## config.mk

```make
export PLATFORM = sky130hd
export DESIGN_NAME = pipe_issue_arbiter
export DESIGN_NICKNAME = d
export VERILOG_FILES = /design/src/rtl/pipe_issue_arbiter.sv
export SDC_FILE = /design/constraint.sdc
export NUM_CORES = 1
export LEC_CHECK = 0
export BUFFER_PORTS_ARGS = -buffer_cell sky130_fd_sc_hd__buf_4
export CORE_ASPECT_RATIO = 1.75
export CORE_UTILIZATION = 30
export CTS_BUF_LIST = sky130_fd_sc_hd__clkbuf_8
export DETAILED_ROUTE_END_ITERATION = 12
export PLACE_DENSITY = 0.61
export SYNTH_ARGS = -nofsm -noshare
export SYNTH_HDL_FRONTEND = slang
export SYNTH_SLANG_ARGS = --single-unit
```

## constraint.sdc

```tcl
create_clock -name clk -period 1.9 [get_ports clk]
set_input_delay 0 -clock clk [delete_from_list [all_inputs] [get_ports clk]]
set_output_delay 0 -clock clk [all_outputs]
set_load 0.01 [all_outputs]
```

## src/rtl/pipe_issue_arbiter.sv

```systemverilog
// Round-robin issue arbiter for a shared fixed-latency, always-accepting pipe.
// A tag line matched to the pipe latency returns a per-requester done pulse.
module pipe_issue_arbiter #(
   parameter  int NUM_REQ = 4,
   parameter  int DATA_W  = 32,
   parameter  int LATENCY = 3,
   parameter  int MAX_OUT = 3,
   localparam int ID_W    = $clog2(NUM_REQ),
   localparam int CNT_W   = $clog2(MAX_OUT + 1)
) (
   input  logic                      clk,
   input  logic                      rst_n,
   input  logic                      issue_en_i,
   input  logic [NUM_REQ-1:0]        req_valid_i,
   input  logic [NUM_REQ*DATA_W-1:0] req_data_i,
   output logic [NUM_REQ-1:0]        req_ready_o,
   output logic                      pipe_in_valid_o,
   output logic [DATA_W-1:0]         pipe_in_data_o,
   output logic [ID_W-1:0]           pipe_in_id_o,
   output logic [NUM_REQ-1:0]        done_o,
   output logic [CNT_W-1:0]          inflight_o
);

   logic [ID_W-1:0]   ptr_q, ptr_d;
   logic              pipe_vld_q;
   logic [DATA_W-1:0] pipe_dat_q;
   logic [ID_W-1:0]   pipe_id_q;
   logic [LATENCY-1:0] tag_vld_q;
   logic [ID_W-1:0]   tag_id_q [LATENCY];
   logic [CNT_W-1:0]  inflight_q, inflight_d;

   logic              found;
   logic [ID_W-1:0]   win;
   logic [ID_W:0]     sum;
   logic [ID_W-1:0]   idx;
   logic              grant;
   logic              retire;

   assign retire = tag_vld_q[LATENCY-1];

   // Lowest offset from ptr_q wins; the explicit wrap keeps non-power-of-two counts correct.
   always_comb begin
      found = 1'b0;
      win   = '0;
      sum   = '0;
      idx   = '0;
      for (int k = 0; k < NUM_REQ; k++) begin
         sum = {1'b0, ptr_q} + (ID_W+1)'(k);
         if (sum >= (ID_W+1)'(NUM_REQ)) begin
            sum = sum - (ID_W+1)'(NUM_REQ);
         end
         idx = sum[ID_W-1:0];
         if (!found && req_valid_i[idx]) begin
            found = 1'b1;
            win   = idx;
         end
      end
   end

   // A retiring op frees its slot in the same cycle, so a full window can still issue.
   assign grant = rst_n && issue_en_i && found &&
                  ((inflight_q < CNT_W'(MAX_OUT)) || retire);

   always_comb begin
      req_ready_o = '0;
      ptr_d       = ptr_q;
      inflight_d  = inflight_q;
      if (grant) begin
         req_ready_o = NUM_REQ'(1) << win;
         ptr_d       = (win == ID_W'(NUM_REQ - 1)) ? '0 : win + ID_W'(1);
      end
      case ({grant, retire})
         2'b10:   inflight_d = inflight_q + CNT_W'(1);
         2'b01:   inflight_d = inflight_q - CNT_W'(1);
         default: inflight_d = inflight_q;
      endcase
   end

   always_ff @(posedge clk) begin
      if (!rst_n) begin
         ptr_q      <= '0;
         inflight_q <= '0;
         pipe_vld_q <= 1'b0;
         pipe_dat_q <= '0;
         pipe_id_q  <= '0;
         tag_vld_q  <= '0;
         for (int i = 0; i < LATENCY; i++) begin
            tag_id_q[i] <= '0;
         end
      end else begin
         ptr_q      <= ptr_d;
         inflight_q <= inflight_d;
         pipe_vld_q <= grant;
         if (grant) begin
            pipe_dat_q <= req_data_i[int'(win)*DATA_W +: DATA_W];
            pipe_id_q  <= win;
         end
         tag_vld_q[0] <= pipe_vld_q;
         tag_id_q[0]  <= pipe_id_q;
         for (int i = 1; i < LATENCY; i++) begin
            tag_vld_q[i] <= tag_vld_q[i-1];
            tag_id_q[i]  <= tag_id_q[i-1];
         end
      end
   end

   assign pipe_in_valid_o = pipe_vld_q;
   assign pipe_in_data_o  = pipe_dat_q;
   assign pipe_in_id_o    = pipe_id_q;
   assign done_o          = retire ? (NUM_REQ'(1) << tag_id_q[LATENCY-1]) : '0;
   assign inflight_o      = inflight_q;

endmodule

```

Word level (Yosys, flattened, before mapping) --
Memories as Yosys holds them, arrays and structs flattened. Index checks and enable logic that the tools add are counted.
Word-level totals: memory bits (read-only) 0, memories kept 1, bits in latches 0, bits in writable memories 6, bits in registers 42, input bits 135, output and inout bits 45
Operators by class: add/sub/neg operators 10, shifts and indexed selects 3, eq/ne operators 3, bitwise operators 3, div/mod/pow operators 0, multiply operators 0, magnitude comparators 9, reduce and logical (&&, ||, !) cells 11, mux-type cells 29
Memory list:
- tag_id_q | depth 3, width 2, rd ports 3, clocked after memory_dff 0, write ports 3, RTL line 29 | logic [ID_W-1:0] tag_id_q [LATENCY];
Operator list (number):
- $shiftx A128 B8 Y32 | 1
- $mux W2 | 12
- $lt A2 B3 Y1 const B | 4
- $mux W1 | 10
- $sub A2 B1 Y2 const B | 5
- $ge A3 B3 Y1 const B | 3
- $bmux W1 S2 | 4
- $mux W4 | 2
- $shl A1 B2 Y4 const A | 2
- $add A2 B2 Y3 const B | 2
- $logic_and A1 B1 Y1 | 6
- $add A2 B1 Y2 const B | 2
- $eq A2 B2 Y1 const B | 2
- $pmux W2 S2 | 1
- $add A2 B1 Y3 const B | 1
- $ge A2 B3 Y1 const B | 1
- $logic_not A1 Y1 | 3
- $or A1 B1 Y1 | 3
- $eq A2 B1 Y1 const B | 1
- $lt A2 B2 Y1 const B | 1
- $reduce_bool A2 Y1 | 1
- $logic_or A1 B1 Y1 | 1

Depth between registers and ports, before layout --
Gate-level depths: netlist of the first run.
depth in word-level cells 18, mapped depth 8

Worst setup path after synthesis of the first run --
Ideal clock, no wire load.
kind register to register, start point register ptr_q[1], end point register ptr_q[1], clock period less this slack 1.713 ns, slack 0.187 ns, path buffers 1, arrival time 1.590 ns, setup time 0.123 ns, required time 1.777 ns, stages on the path, launching flop included 9, cells stage by stage dfxtp_1 nand2_1 a211o_2 nand2_2 inv_4 buf_6 ha_1 mux2i_1 nor2_1
On the way: longest elaborated chain between the ends 16, elaborated cells between the ends (all ways) 42, those cells by class add/sub: 8; order compare: 4; eq/ne: 1; mux: 21; reduce/logical: 8
RTL lines:
- from (decl) | RTL line 24 | logic [ID_W-1:0] ptr_q, ptr_d;
- from (signal assigned) | RTL line 91 | ptr_q <= ptr_d;
- branches (longest 13 deep; another with $add A2 B1 Y3)
- $mux W2 * | RTL line 53 | if (!found && req_valid_i[idx]) begin
- net win[1] | RTL line 33 | logic [ID_W-1:0] win;
- $add A2 B1 Y2 or $eq A2 B2 Y1 (tied branches) | RTL line 70 | ptr_d = (win == ID_W'(NUM_REQ - 1)) ? '0 : win + ID_W'(1);
- $mux W2 * | RTL line 70
Mark *: on every way through the listed nets, which the timed path passes. The select of a mux whose other input is x is not followed. A chain may end at the register's enable or synchronous reset.

Worst setup path after layout of the first run --
start point register ptr_q[1], end point output req_ready_o[2]
On the way: longest elaborated chain between the ends 17, elaborated cells between the ends (all ways) 41, those cells by class add/sub: 7; order compare: 4; shift: 1; mux: 21; reduce/logical: 8
RTL lines:
- branches (longest 16 deep; another with $add A2 B1 Y3)
- $mux W4 * | RTL line 68 | if (grant) begin
- to (decl) | RTL line 16 | output logic [NUM_REQ-1:0] req_ready_o,
Every way passes the cells marked *. The select of a mux whose other input is x is not followed.

==> impl_metrics.yaml, run 1 <==
min_path:
  hold_path.class: "in -> reg"
  hold_end: "pipe_in_data_o[19]"
  holdPathStages: 3
  min_from: "req_data_i[115]"
timing:
  setup_viol: 0
  setup_ws_ns: 0.0655
  period_needed_ns: 1.83
  slew_headroom_pct: 71.1
  holdWs_ns: 0.00452
  slew_viol_final: 0
  fin_skew_ns: 0.00733
  hold_violations: 0
  fmax_mhz: 545
  fin_crit_sh_pct: 96.6
  worst_slew_pin_slew_ns: 0.434
cts:
  clkSlewWorstSetupHoldPaths_ns: 0.10
  cts_tree: "yes"
  clk_latency_ns: 0.31
  clock_sinks: 48
  clk_path_buf_depth: 2
  cts_buffers: 5
  h-tree-depth: 2
  cts_root_buf: "clkbuf_8"
yosys:
  synth-compound-area-share_pct: 25.8
  netlist_instances: 321
  synth_top_family_by_area: "compound AO/OA/AOI/OAI gates"
  seq_area_frac_synth_pct: 32.3
  ys_warn_count: 0
  synth_area_um2: 2970
  synth-simple-area-share_pct: 20.8
  synth_flop_cell: "dfxtp_1"
  synth-edff-count: 0
  async_flop_share_pct: 0
  yosysUniqueCellTypes: 43
  synth_fa_ha_area_share_pct: 1.68
  ys_seq_elements: 48
  synthTopCellsByArea: "dfxtp_1 32%, mux2i_1 13%, a21boi_0 7.1%, o211ai_2 6.7%, and3_1 6.1%"
  syn_area_per_cell_um2: 9.26
  yosysTopAreaCellShare_pct: 32.3
  synth_top_area_cell: "dfxtp_1"
  synth_xor_area_share_pct: 0
  synthMuxAreaShare_pct: 12.8
  synthesis.nets: 460
floorplanning:
  boundaryPins: 180
  die_h_um: 134
  die_area_um2: 10300
  die_w_um: 77.3
  core_region_area_um2: 9530
  rows: 47
  initial_core_util_pct: 31.2
setup_path:
  r2r_cells: 8
  crit_fanout: 14
  cp.arrival_ns: 1.83
  endpoint_kind: "output pin"
  rrSetupSlack_ns: 0.19
  worstSetupStartpointType: "flip-flop"
  cp.required_ns: 1.90
  rr_endpoint: "ptr_q[1]"
  reg2reg_from: "ptr_q[0]"
  critPathKind: "reg -> out"
routing:
  totalWireLength_um: 10300
  via_count: 3209
  drtIter0Drc: 65
  wire_per_inst_um: 15.4
  drtAntennaViolNets: 0
  first_pass_iters: 4
  vias_per_cell: 4.80
  drc: 0
power:
  p_leak_nw: 2.41
  power_density_nw_per_um2: 626
  ir_drop_v: 0.000332
final_layout:
  drive_above_1_share_pct: 43.7
  fin_cells: 669
  antenna_cells: 0
  final_cell_area_um2: 5090
  syn_to_final_growth_pct: 71.2
  nNetsFinal: 685
  utilization_pct: 53.4
  n_fill_cell: 885
grt:
  antenna_found_initial: 0
  grt_overflow: 0
  grt_max_degree: 57
  grt_pass1_vias: 3396
  grt_pass1_wl_um: 16300
  grt_use_total_pct: 19.9
place:
  placed_cells: 611
  placed_cell_area_um2: 4460
  hpwl_um: 7570
  place.gp.congestion: 0.791
  port_buffers: 179
  dp_slack_ns: 0.116
outcome:
  status: "finished, final reports clean"
flow_run:
  drv_cap: 0
-- registers in the layout, summed over array words and instances, names as in the netlist --
signal	count
pipe_in_valid_o	1
pipe_in_id_o	2
inflight_o	2
tag_id_q	6
pipe_in_data_o	32
tag_vld_q	3
ptr_q	2
-- per-layer routing --
| metal | share of wire, % | global-route usage, % | vias to the layer above |
|---|---|---|---|
| met4 | 3.8 | 10.3 | 0 |
| met1 | 36 | 20.2 | 1453 |
| met3 | 5.2 | 4.04 | 26 |
| li1 | - | - | 1613 |
| met2 | 55 | 37.6 | 117 |
| met5 | 0 | 0 | - |
-- kinds of logic after synthesis --
kind of cell | Yosys count
muxes | 38
AOI/OAI and AO/OA | 98
adders and majority gates | 4
DFF | 48
and+or+nand+nor | 104
buffers and inverters | 29
-- worst max-delay path by stage --
stage             start              to  slack [ns]  cells after the start
6_report       ptr_q[1]  req_ready_o[2]        0.07                      8
5_1_grt        ptr_q[0]  req_ready_o[2]       -0.01                      8
4_1_cts        ptr_q[1]  req_ready_o[2]       0.007                      8
3_3_place_gp   ptr_q[1]        ptr_q[1]        0.20                      8
3_5_place_dp   ptr_q[0]        ptr_q[1]        0.12                      8
2_1_floorplan  ptr_q[1]        ptr_q[1]        0.19                      8
-- metrics by stage --
step | total power [W] | TNS [ns]
after floorplan | 0.00181 | 0
after global placement | 0.00233 | 0
after detailed placement | 0.00235 | 0
after CTS | 0.00321 | 0
after global routing | 0.00337 | -0.0181
final | 0.00319 | 0
-- final cells by class --
cell class                      instances  area [um2]  share of cell area, %
Clock buffer                            5        68.8                   1.35
Tap cell                              122         153                   3.00
Multi-Input combinational cell        244        1840                   36.2
Timing Repair Buffer                  242        1990                   39.1
Sequential cell                        48         963                   18.9
Inverter                                5        27.5                  0.541
Clock inverter                          3        42.5                  0.836
-- synth_stat cells, drive strengths merged (5+ instances only) --
cell type and count:
o21ai 31, nor2 9, nand3 5, o211ai 28
buf 15, and3 29, clkbuf 9, dfxtp 48
a21boi 28, and2 14, nand2 36, mux2i 38
-- cell usage in the layout (no fill, tap or decap), types with 13 or more instances in the layout --
cell and count:
and3_1 29, o211ai_2 16, dlygate4sd3_1 48, and2_1 13
mux2i_1 38, a21boi_0 28, buf_4 189, nand2_1 34
dfxtp_1 46, o21ai_1 22
-- worst max-delay path, stage by stage (launching register included) --
cell     delay (ns)
dfxtp_2        0.34
nand2_1        0.07
a211o_4        0.35
nand2_4        0.10
inv_8          0.06
buf_12         0.15
ha_1           0.17
and2_1         0.14
buf_4          0.14
-- repair_timing --
item	in CTS	in global routing
pin swaps	2	2
gates resized for setup	4	5
buffers inserted	0	2
endpoints found under the hold margin	24	0
hold buffers	48	0
endpoints found under the setup margin	2	7
gates cloned	0	0
-- report_power, final --
group	switching, W	total, W	internal [W]
clock	0.000375	0.000765	0.000390
combinational	0.000551	0.00124	0.000685
sequential	0.0000629	0.00118	0.00112
(Power assumes the default switching activity.)
==> run 2, diff against run 1 <==
--- a/config.mk
+++ b/config.mk
@@ -10,7 +10,7 @@
 export CORE_UTILIZATION = 30
 export CTS_BUF_LIST = sky130_fd_sc_hd__clkbuf_8
 export DETAILED_ROUTE_END_ITERATION = 12
-export PLACE_DENSITY = 0.61
+export PLACE_DENSITY = 0.63
 export SYNTH_ARGS = -nofsm -noshare
 export SYNTH_HDL_FRONTEND = slang
 export SYNTH_SLANG_ARGS = --single-unit
==> run 2 against run 1 <==
  * Clock power decreased by 15%
  * Global-route usage is 1.1 points higher
  * Final cell count up 1.8%
  * Sequential power about the same
  * Power is 2.9% lower
  * Critical endpoint unchanged
  * Highest routed layer unchanged
  * Critical path depth did not move
  * First-iteration DRC count grew 23%
  * Largest cell class unchanged
  * Clock skew grew 0.0016 ns
==> impl_metrics.yaml, run 2 (synthesis gave the netlist of run 1 again) <==
outcome:
  status: "finished, final reports clean"
final_layout:
  fin_cells: 681
  final_common_cell: "buf_4"
  final_cell_area_um2: 5190
  largest_reg_flops: 32
  nNetsFinal: 696
  final_cell_mix: "188 x buf_4, 60 x dlygate4sd3_1, 46 x dfxtp_1"
  drive_above_1_share_pct: 42.7
  n_fill_cell: 882
  syn_to_final_growth_pct: 74.6
place:
  placed_cell_area_um2: 4430
  hpwl_um: 7500
  port_buffers: 179
  place.gp.congestion: 0.806
  placed_cells: 608
routing:
  wire_per_inst_um: 15.9
  via_count: 3320
  drc: 0
  drtIter0Drc: 80
  vias_per_cell: 4.88
  drtAntennaViolNets: 0
  totalWireLength_um: 10800
  first_pass_iters: 6
setup_path:
  crit_fanout: 6
  critPathKind: "reg -> out"
  worstSetupStartpointType: "flip-flop"
  cp.required_ns: 1.90
  cp.arrival_ns: 1.84
  endpoint_kind: "output pin"
cts:
  h-tree-depth: 2
  clk_latency_ns: 0.31
  clock_sinks: 48
  clk_path_buf_depth: 2
  cts_tree: "yes"
  clkSlewWorstSetupHoldPaths_ns: 0.10
  cts_buffers: 5
  cts_root_buf: "clkbuf_8"
floorplanning:
  core_region_area_um2: 9530
  initial_core_util_pct: 31.2
  die_h_um: 134
  die_area_um2: 10300
  die_w_um: 77.3
  rows: 47
  boundaryPins: 180
power:
  clock_power_share_pct: 21.0
  power.net_switching_w: 0.00101
  totalPowerFinal_w: 0.00309
  seqPwrFrac_pct: 38.5
  power.internal_w: 0.00208
  switching_share_pct: 32.7
  comb_power_share_pct: 40.5
  p_leak_nw: 2.44
  ir_drop_v: 0.000316
  power_density_nw_per_um2: 596
timing:
  fmax_mhz: 543
  worst_slew_pin_slew_ns: 0.461
  fin_crit_sh_pct: 97.0
  hold_violations: 0
  fin_skew_ns: 0.00894
  slew_headroom_pct: 69.3
  period_needed_ns: 1.84
  setup-tns-final_ns: 0
  setup_viol: 0
  slew_viol_final: 0
grt:
  grt_pass1_vias: 3540
  grt_pass1_wl_um: 17000
  grt_max_degree: 57
  antenna_found_initial: 1
  grt_overflow: 0
  grt_use_total_pct: 21.1
min_path:
  hold_path.class: "in -> reg"
flow_run:
  drv_cap: 0
run 2: layer usage:
layer	GRT usage [%]	part of all wire (%)	wire [um]	vias to the layer above
li1	-	-	-	1638
met4	11.4	4.3	467	0
met1	20.5	35	3830	1520
met5	0	0	0	-
met2	40.4	55	5960	131
met3	4.18	5.4	583	31
run 2: critical path: stages (launching register included):
cell and delay [ns]:
dfxtp_4 0.39, nand2_2 0.06, a211o_4 0.35, nand2_4 0.08, inv_4 0.07, buf_4 0.16
ha_1 0.16, and2_1 0.13, buf_4 0.14
run 2: area by class of cell:
| class | count | area, um2 | area share, % |
|---|---|---|---|
| repair buffers | 253 | 2100 | 40.5 |
| clock inverters | 3 | 23.8 | 0.458 |
| flip-flops and latches | 48 | 966 | 18.6 |
| clock buffers | 5 | 68.8 | 1.33 |
| multi-input cells | 244 | 1850 | 35.7 |
| inverters | 5 | 22.5 | 0.434 |
| diodes | 1 | 2.50 | 0.0482 |
| well taps | 122 | 153 | 2.94 |
run 2: path summary, 6_finish.rpt:
path	start	end	slack, ns	depth (start not counted)
worst min-delay path	req_data_i[117]	pipe_in_data_o[21]	0.002	3
worst max register to register	ptr_q[1]	pipe_in_data_o[30]	0.16	7
worst max-delay path	ptr_q[1]	req_ready_o[2]	0.06	8
worst min register to register	tag_id_q[0][0]	tag_id_q[0][2]	0.45	1
run 2: metrics by stage:
| stage | setup WS [ns] | hold WS (ns) | utilization, % |
|---|---|---|---|
| 2_1_floorplan | 0.187 | 0.148 | - |
| 4_1_cts | 0.00190 | 0.000197 | 54.1 |
| 5_1_grt | -0.00482 | 0.00524 | 54.5 |
| 3_3_place_gp | 0.180 | 0.287 | 46.5 |
| 6_report | 0.0569 | 0.00247 | 54.5 |
| 3_5_place_dp | 0.0882 | 0.301 | 46.5 |
run 2: power by group through the flow:
stage          clock network, W  registers (W)  logic, W
3_3_place_gp                  0        0.00121   0.00110
3_5_place_dp                  0        0.00121   0.00112
4_1_cts                0.000673        0.00119   0.00123
6_report               0.000649        0.00119   0.00125
2_1_floorplan                 0        0.00125  0.000564
5_1_grt                0.000710        0.00121   0.00135
run 2: what timing repair did:
action,in CTS,in global routing
setup endpoints to repair,2,16
gates resized for setup,5,4
pin swaps,2,3
gates cloned,0,0
setup buffers,1,3
endpoints found under the hold margin,30,0
hold buffers,60,0
